**src/rtl/mem_copy_dma_if.sv**
```systemverilog
// Bundle for mem_copy_dma: copy request/status from the CPU side and the data-memory pins.
// The master modport is the DMA engine's view; slave is the CPU/memory side.
interface mem_copy_dma_if #(
    parameter int ADDR_W = 32,
    parameter int DATA_W = 32,
    parameter int LEN_W  = 8
);
    logic              start;
    logic [ADDR_W-1:0] src_addr;
    logic [ADDR_W-1:0] dst_addr;
    logic [LEN_W-1:0]  length;
    logic              busy;
    logic              done;
    logic [DATA_W-1:0] checksum;
    logic              mem_read;
    logic              mem_write;
    logic [ADDR_W-1:0] mem_address;
    logic [DATA_W-1:0] mem_write_data;
    logic [DATA_W-1:0] mem_read_data;

    modport master (
        input  start, src_addr, dst_addr, length, mem_read_data,
        output busy, done, checksum, mem_read, mem_write, mem_address, mem_write_data
    );

    modport slave (
        output start, src_addr, dst_addr, length, mem_read_data,
        input  busy, done, checksum, mem_read, mem_write, mem_address, mem_write_data
    );
endinterface

```
**src/rtl/mem_copy_dma.sv**
```systemverilog
// Word-copy initiator: one word per READ/WRITE pair, ascending addresses, modulo-2^ADDR_W wrap.
// Optional running checksum of copied words when MEM_COPY_DMA_CHECKSUM_EN is defined.
//
// state | meaning
// IDLE  | memory outputs 0, waiting for start
// READ  | mem_read, address = src + i, capture read word
// WRITE | mem_write, address = dst + i, drive captured word
// DONE  | one-cycle done pulse
module mem_copy_dma #(
    parameter int ADDR_W = 32,
    parameter int DATA_W = 32,
    parameter int LEN_W  = 8
) (
    input  logic            clk,
    input  logic            reset,
    mem_copy_dma_if.master  bus
);
    typedef enum logic [1:0] {IDLE, READ, WRITE, DONE} state_t;

    state_t            state;
    logic [ADDR_W-1:0] src_q;
    logic [ADDR_W-1:0] dst_q;
    logic [LEN_W-1:0]  len_q;
    logic [LEN_W-1:0]  idx;
    logic [LEN_W-1:0]  idx_next;
    logic [DATA_W-1:0] data_q;
    logic [ADDR_W-1:0] addr_q;
    logic              busy_q;
    logic              done_q;
    logic              rd_q;
    logic              wr_q;

    assign idx_next = idx + LEN_W'(1);

    // Outputs are registered alongside the state so each one is a pure Moore decode.
    always_ff @(posedge clk) begin
        if (reset) begin
            state  <= IDLE;
            src_q  <= '0;
            dst_q  <= '0;
            len_q  <= '0;
            idx    <= '0;
            data_q <= '0;
            addr_q <= '0;
            busy_q <= 1'b0;
            done_q <= 1'b0;
            rd_q   <= 1'b0;
            wr_q   <= 1'b0;
        end else begin
            case (state)
                IDLE: begin
                    if (bus.start) begin
                        src_q <= bus.src_addr;
                        dst_q <= bus.dst_addr;
                        len_q <= bus.length;
                        idx   <= '0;
                        if (bus.length == '0) begin
                            state  <= DONE;
                            done_q <= 1'b1;
                        end else begin
                            state  <= READ;
                            busy_q <= 1'b1;
                            rd_q   <= 1'b1;
                            addr_q <= bus.src_addr;
                        end
                    end
                end
                READ: begin
                    data_q <= bus.mem_read_data;
                    rd_q   <= 1'b0;
                    wr_q   <= 1'b1;
                    addr_q <= dst_q + ADDR_W'(idx);
                    state  <= WRITE;
                end
                WRITE: begin
                    idx    <= idx_next;
                    wr_q   <= 1'b0;
                    data_q <= '0;
                    if (idx_next == len_q) begin
                        state  <= DONE;
                        busy_q <= 1'b0;
                        done_q <= 1'b1;
                        addr_q <= '0;
                    end else begin
                        state  <= READ;
                        rd_q   <= 1'b1;
                        addr_q <= src_q + ADDR_W'(idx_next);
                    end
                end
                DONE: begin
                    done_q <= 1'b0;
                    state  <= IDLE;
                end
                default: state <= IDLE;
            endcase
        end
    end

    assign bus.busy           = busy_q;
    assign bus.done           = done_q;
    assign bus.mem_read       = rd_q;
    assign bus.mem_write      = wr_q;
    assign bus.mem_address    = addr_q;
    assign bus.mem_write_data = data_q;

`ifdef MEM_COPY_DMA_CHECKSUM_EN
    logic [DATA_W-1:0] csum_q;

    always_ff @(posedge clk) begin
        if (reset) begin
            csum_q <= '0;
        end else if (state == IDLE && bus.start) begin
            csum_q <= '0;
        end else if (state == READ) begin
            csum_q <= csum_q + bus.mem_read_data;
        end
    end

    assign bus.checksum = csum_q;
`else
    assign bus.checksum = '0;
`endif
endmodule

```
**src/flat_wrapper.sv**
```systemverilog
// flat-port wrapper written by rule: the top's interface ports become plain ports
module mem_copy_dma_flat 
#(
    parameter int ADDR_W = 32,
    parameter int DATA_W = 32,
    parameter int LEN_W  = 8
)
  (clk, reset, bus_start, bus_src_addr, bus_dst_addr, bus_length, bus_mem_read_data, bus_busy, bus_done, bus_checksum, bus_mem_read, bus_mem_write, bus_mem_address, bus_mem_write_data);
  mem_copy_dma_if #(.ADDR_W(ADDR_W), .DATA_W(DATA_W), .LEN_W(LEN_W)) bus_i ();
  input  logic clk;
  input  logic reset;
  input wire logic [$bits(bus_i.start)-1:0] bus_start;
  input wire logic [$bits(bus_i.src_addr)-1:0] bus_src_addr;
  input wire logic [$bits(bus_i.dst_addr)-1:0] bus_dst_addr;
  input wire logic [$bits(bus_i.length)-1:0] bus_length;
  input wire logic [$bits(bus_i.mem_read_data)-1:0] bus_mem_read_data;
  output wire logic [$bits(bus_i.busy)-1:0] bus_busy;
  output wire logic [$bits(bus_i.done)-1:0] bus_done;
  output wire logic [$bits(bus_i.checksum)-1:0] bus_checksum;
  output wire logic [$bits(bus_i.mem_read)-1:0] bus_mem_read;
  output wire logic [$bits(bus_i.mem_write)-1:0] bus_mem_write;
  output wire logic [$bits(bus_i.mem_address)-1:0] bus_mem_address;
  output wire logic [$bits(bus_i.mem_write_data)-1:0] bus_mem_write_data;
  assign bus_i.start = bus_start;
  assign bus_i.src_addr = bus_src_addr;
  assign bus_i.dst_addr = bus_dst_addr;
  assign bus_i.length = bus_length;
  assign bus_i.mem_read_data = bus_mem_read_data;
  assign bus_busy = bus_i.busy;
  assign bus_done = bus_i.done;
  assign bus_checksum = bus_i.checksum;
  assign bus_mem_read = bus_i.mem_read;
  assign bus_mem_write = bus_i.mem_write;
  assign bus_mem_address = bus_i.mem_address;
  assign bus_mem_write_data = bus_i.mem_write_data;
  mem_copy_dma #(.ADDR_W(ADDR_W), .DATA_W(DATA_W), .LEN_W(LEN_W)) u_core (.clk(clk), .reset(reset), .bus(bus_i));
endmodule
```
**config.mk**
```make
export PLATFORM = sky130hd
export DESIGN_NAME = mem_copy_dma_flat
export DESIGN_NICKNAME = d
export VERILOG_FILES = /design/src/rtl/mem_copy_dma_if.sv /design/src/rtl/mem_copy_dma.sv /design/src/flat_wrapper.sv
export SDC_FILE = /design/constraint.sdc
export NUM_CORES = 1
export LEC_CHECK = 0
export CAP_MARGIN = 20
export CORE_ASPECT_RATIO = 1.4
export CORE_MARGIN = 10
export CORE_UTILIZATION = 45
export CTS_CLUSTER_DIAMETER = 120
export CTS_CLUSTER_SIZE = 20
export DETAILED_ROUTE_END_ITERATION = 10
export GPL_TIMING_DRIVEN = 0
export HOLD_SLACK_MARGIN = 0.03
export PLACE_DENSITY = 0.72
export REMOVE_ABC_BUFFERS = 1
export SYNTH_ARGS = -nofsm -noshare
export SYNTH_HDL_FRONTEND = slang
export SYNTH_SLANG_ARGS = --single-unit
```
**constraint.sdc**
```tcl
create_clock -name clk -period 3.8 [get_ports clk]
set_input_delay 0.38 -clock clk [delete_from_list [all_inputs] [get_ports clk]]
set_output_delay 0.38 -clock clk [all_outputs]
set_load 0.005 [all_outputs]
```
==> results by group <==
Run status
  • Status: finished, final reports clean

Die
  • Height of the die: approximately 180 µm
  • Core area: 0.01747 mm²
  • Row cnt: 57
  • Die ar.: 0.02365 mm²
  • Die width: 132.9 µm
  • Initial core utilization: 0.4593
  • # IOs: between 200 and 250

Yosys
  • Cell area after synthesis: 0.008025 mm²
  • Main flop type after synthesis: dfxtp_1
  • Area contributors post-synth: dfxtp_1 (37%), nand2_1 (8.6%), a21oi_1 (6.9%)
  • Syn avg cell area: between 7 and 8 µm²
  • Sequential area share after synthesis: 0.3742
  • Register bit count reported by yosys: 150
  • Post-synth EDFFs: 0
  • Mapped Cells: 1022
  • Yosys warnings: 0
  • Synth top area share: 0.3742
  • Async set-reset flop share out of synthesis: 0
  • Leading area contributor after synthesis: dfxtp_1
  • Yosys cell types: 53

Routing
  • Vias: roughly 8000
  • DR WL/cell: around 18 µm
  • Vias per std cell: 5.587
  • Detailed router's first-iteration violation count: 505
  • Routed wire length: 25.30 mm
  • DR DRC count: 0
  • Drt first pass iters: 5
  • Remaining antenna violation count: 0

Placement
  • Final GP Congestion: 0.8136
  • DP HPWL: 17.93 mm
  • IO buf count: 174

Timing
  • Setup TNS: 0 ns
  • Fin. max-slew vios: 0
  • Tmin final: ~3.6 ns
  • Slew @ Worst Pin: 1.108 ns
  • Fmax: 279.6 MHz
  • Final worst-path cycle share: 0.9413
  • Rel. slew slack: 0.2582
  • Final hold violations: 0
  • Worst clock skew: about 0.0077 ns
  • Final Setup Violations: 0
  • RSZ-0062 raised after global routing: false

Critical path
  • Crit path arrival time: 3.88 ns
  • Critical path, cell by cell: ha_1 -> nand2_1 -> or2_2 -> xnor2_1 -> ha_1 -> nand4_1 -> a211oi_4 -> nor2_1 -> nand4b_1 -> xnor2_1 -> a221oi_1 -> nor4_1
  • Crit path buffers/inverters: 0
  • Critical Path Fanout Max: 6
  • Crit path largest cell delay: 0.50 ns
  • CP top delay family: simple AND/OR/NAND/NOR gates
  • Crit start category: flip-flop
  • WP data required: just over 4 ns
  • CP Class: reg -> reg
  • CP max-delay cell: dfxtp_1
  • CP endpoint kind: flip-flop

Clocking
  • CTS HTree Levels: 4
  • CTS tree: done
  • Clock latency on the worst-skew pair: 0.43 ns
  • Total CTS buffers: 17
  • Clk slew on worst S/H paths: approximately 0.07 ns
  • CTS root buf: clkbuf_16
  • CTS max path bufs: 2
  • Clock Sinks: 150

Global route
  • Initial antenna violation count: 1
  • Vias in the first global route: 7812
  • Tot GR Track Use: 0.2107
  • Overflow after GRT: 0
  • First-pass GRT wire length: 40.52 mm
  • Largest net degree at the start of global routing: 102

Finish
  • Area Growth Syn to Fin: 31.07%
  • Nets@finish: 1285
  • Share of cells above drive strength 1: 0.05241
  • Post-layout util: 0.6020
  • Most frequent cells in the layout: nand2_1 (183), clkdlybuf4s50_1 (173), dfxtp_1 (149)
  • Sequential cell area: approximately 0.0030 mm²
  • Filler instances: 1611
  • Multi-input gate area: about 0.0046 mm²
  • Most common cell after layout, fill and taps aside: nand2_1

Power and ir drop
  • Peak supply drop: 0.0005788 V
  • Power per cell area: 732.1 mW/mm²
  • LEAKAGE: 3.979 nW
  • Total power: around 7.7 mW

Flow run
  • Max cap viols: 0

Hold path
  • Hold Path Class: in -> reg
[layout make-up]
type,instances,share of cell area
multi-input cells,783,0.4400
inverters,16,0.005710
flip-flops and latches,150,0.2856
well taps,236,0.02807
clock inverters,15,0.01784
diodes,1,0.0002379
repair buffers,183,0.1821
clock buffers,17,0.04044
[Yosys cell counts, drive strengths merged (7+ instances only)]
| cell type | instances |
|---|---|
| o211ai | 11 |
| a221oi | 21 |
| nand4b | 7 |
| dfxtp | 150 |
| a311oi | 8 |
| clkbuf | 64 |
| and3 | 18 |
| xnor2 | 43 |
| inv | 16 |
| xor2 | 25 |
| nor4 | 18 |
| nor3 | 24 |
| o21ai | 21 |
| ha | 25 |
| nor2 | 88 |
| a22oi | 35 |
| nand2 | 184 |
| nand4 | 8 |
| a211oi | 10 |
| buf | 40 |
| nand3 | 21 |
| a21oi | 110 |
[routing by layer]
metal | track usage | wire [µm]
met5 | 0 | 0
met3 | 0.09488 | 2551
met4 | 0.07169 | 594
met1 | 0.2213 | 9560
met2 | 0.3667 | 12590
[worst paths after layout]
check | from | slack, ns | cells past startpoint | endpoint
hold / removal | reset | 0.31 | 2 | u_core.bus.mem_write_data[1]
setup / recovery | u_core.idx[1] | 0.22 | 12 | u_core.bus.mem_address[30]
hold reg to reg | u_core.bus.mem_address[14] | 0.45 | 2 | u_core.bus.mem_address[14]
setup reg to reg | u_core.idx[1] | 0.22 | 12 | u_core.bus.mem_address[30]
[report_power, final]
group	internal, mW	leakage, nW	switching (mW)
Clock	1.00	0.300	0.768
Sequential	2.05	1.23	0.341
Combinational	1.56	2.45	1.98
[what timing repair did]
| action | CTS | global route |
|---|---|---|
| hold buffers | 0 | 0 |
| hold endpoints to repair | 0 | 0 |
| setup endpoints to repair | 9 | 12 |
| pin swaps | 0 | 1 |
| setup buffers | 0 | 1 |
| gates resized for setup | 3 | 4 |
[through the flow]
stage,cells,hold WS [ns],area (µm²),worst slack [ns]
after global placement,1359,0.4371,9652,-3.436
final,1401,0.3125,10520,0.2232
after CTS,1399,0.3102,10490,0.06266
after global routing,1400,0.3284,10520,0.003434
after detailed placement,1367,0.4429,9858,-0.4054
after floorplan,949,0.4308,7615,0.3569
[flip-flops by register name, summed over array words and instances (netlist names)]
signal	flops
u_core.bus.mem_write_data	32
u_core.state	2
u_core.idx	8
u_core.bus.busy	1
u_core.bus.mem_write	1
u_core.src_q	32
u_core.bus.mem_read	1
u_core.len_q	8
u_core.dst_q	32
u_core.bus.done	1
u_core.bus.mem_address	32
[logic make-up (layout without fill, tap and decap cells)]
| group | after synthesis | after routing | share of synthesized area |
|---|---|---|---|
| AND/OR/NAND/NOR | 401 | 401 | 0.2268 |
| AO/OA/AOI/OAI | 252 | 252 | 0.2000 |
| flip-flops | 150 | 150 | 0.3742 |
| buffers and inverters | 120 | 231 | 0.07312 |
| XOR/XNOR | 70 | 70 | 0.08014 |
| adder cells (fa/ha/maj) | 27 | 27 | 0.04397 |
| other | 1 | 33 | 0.0004673 |
| multiplexers | 1 | 1 | 0.001247 |
Note: power is estimated with default switching activity, not from simulation.
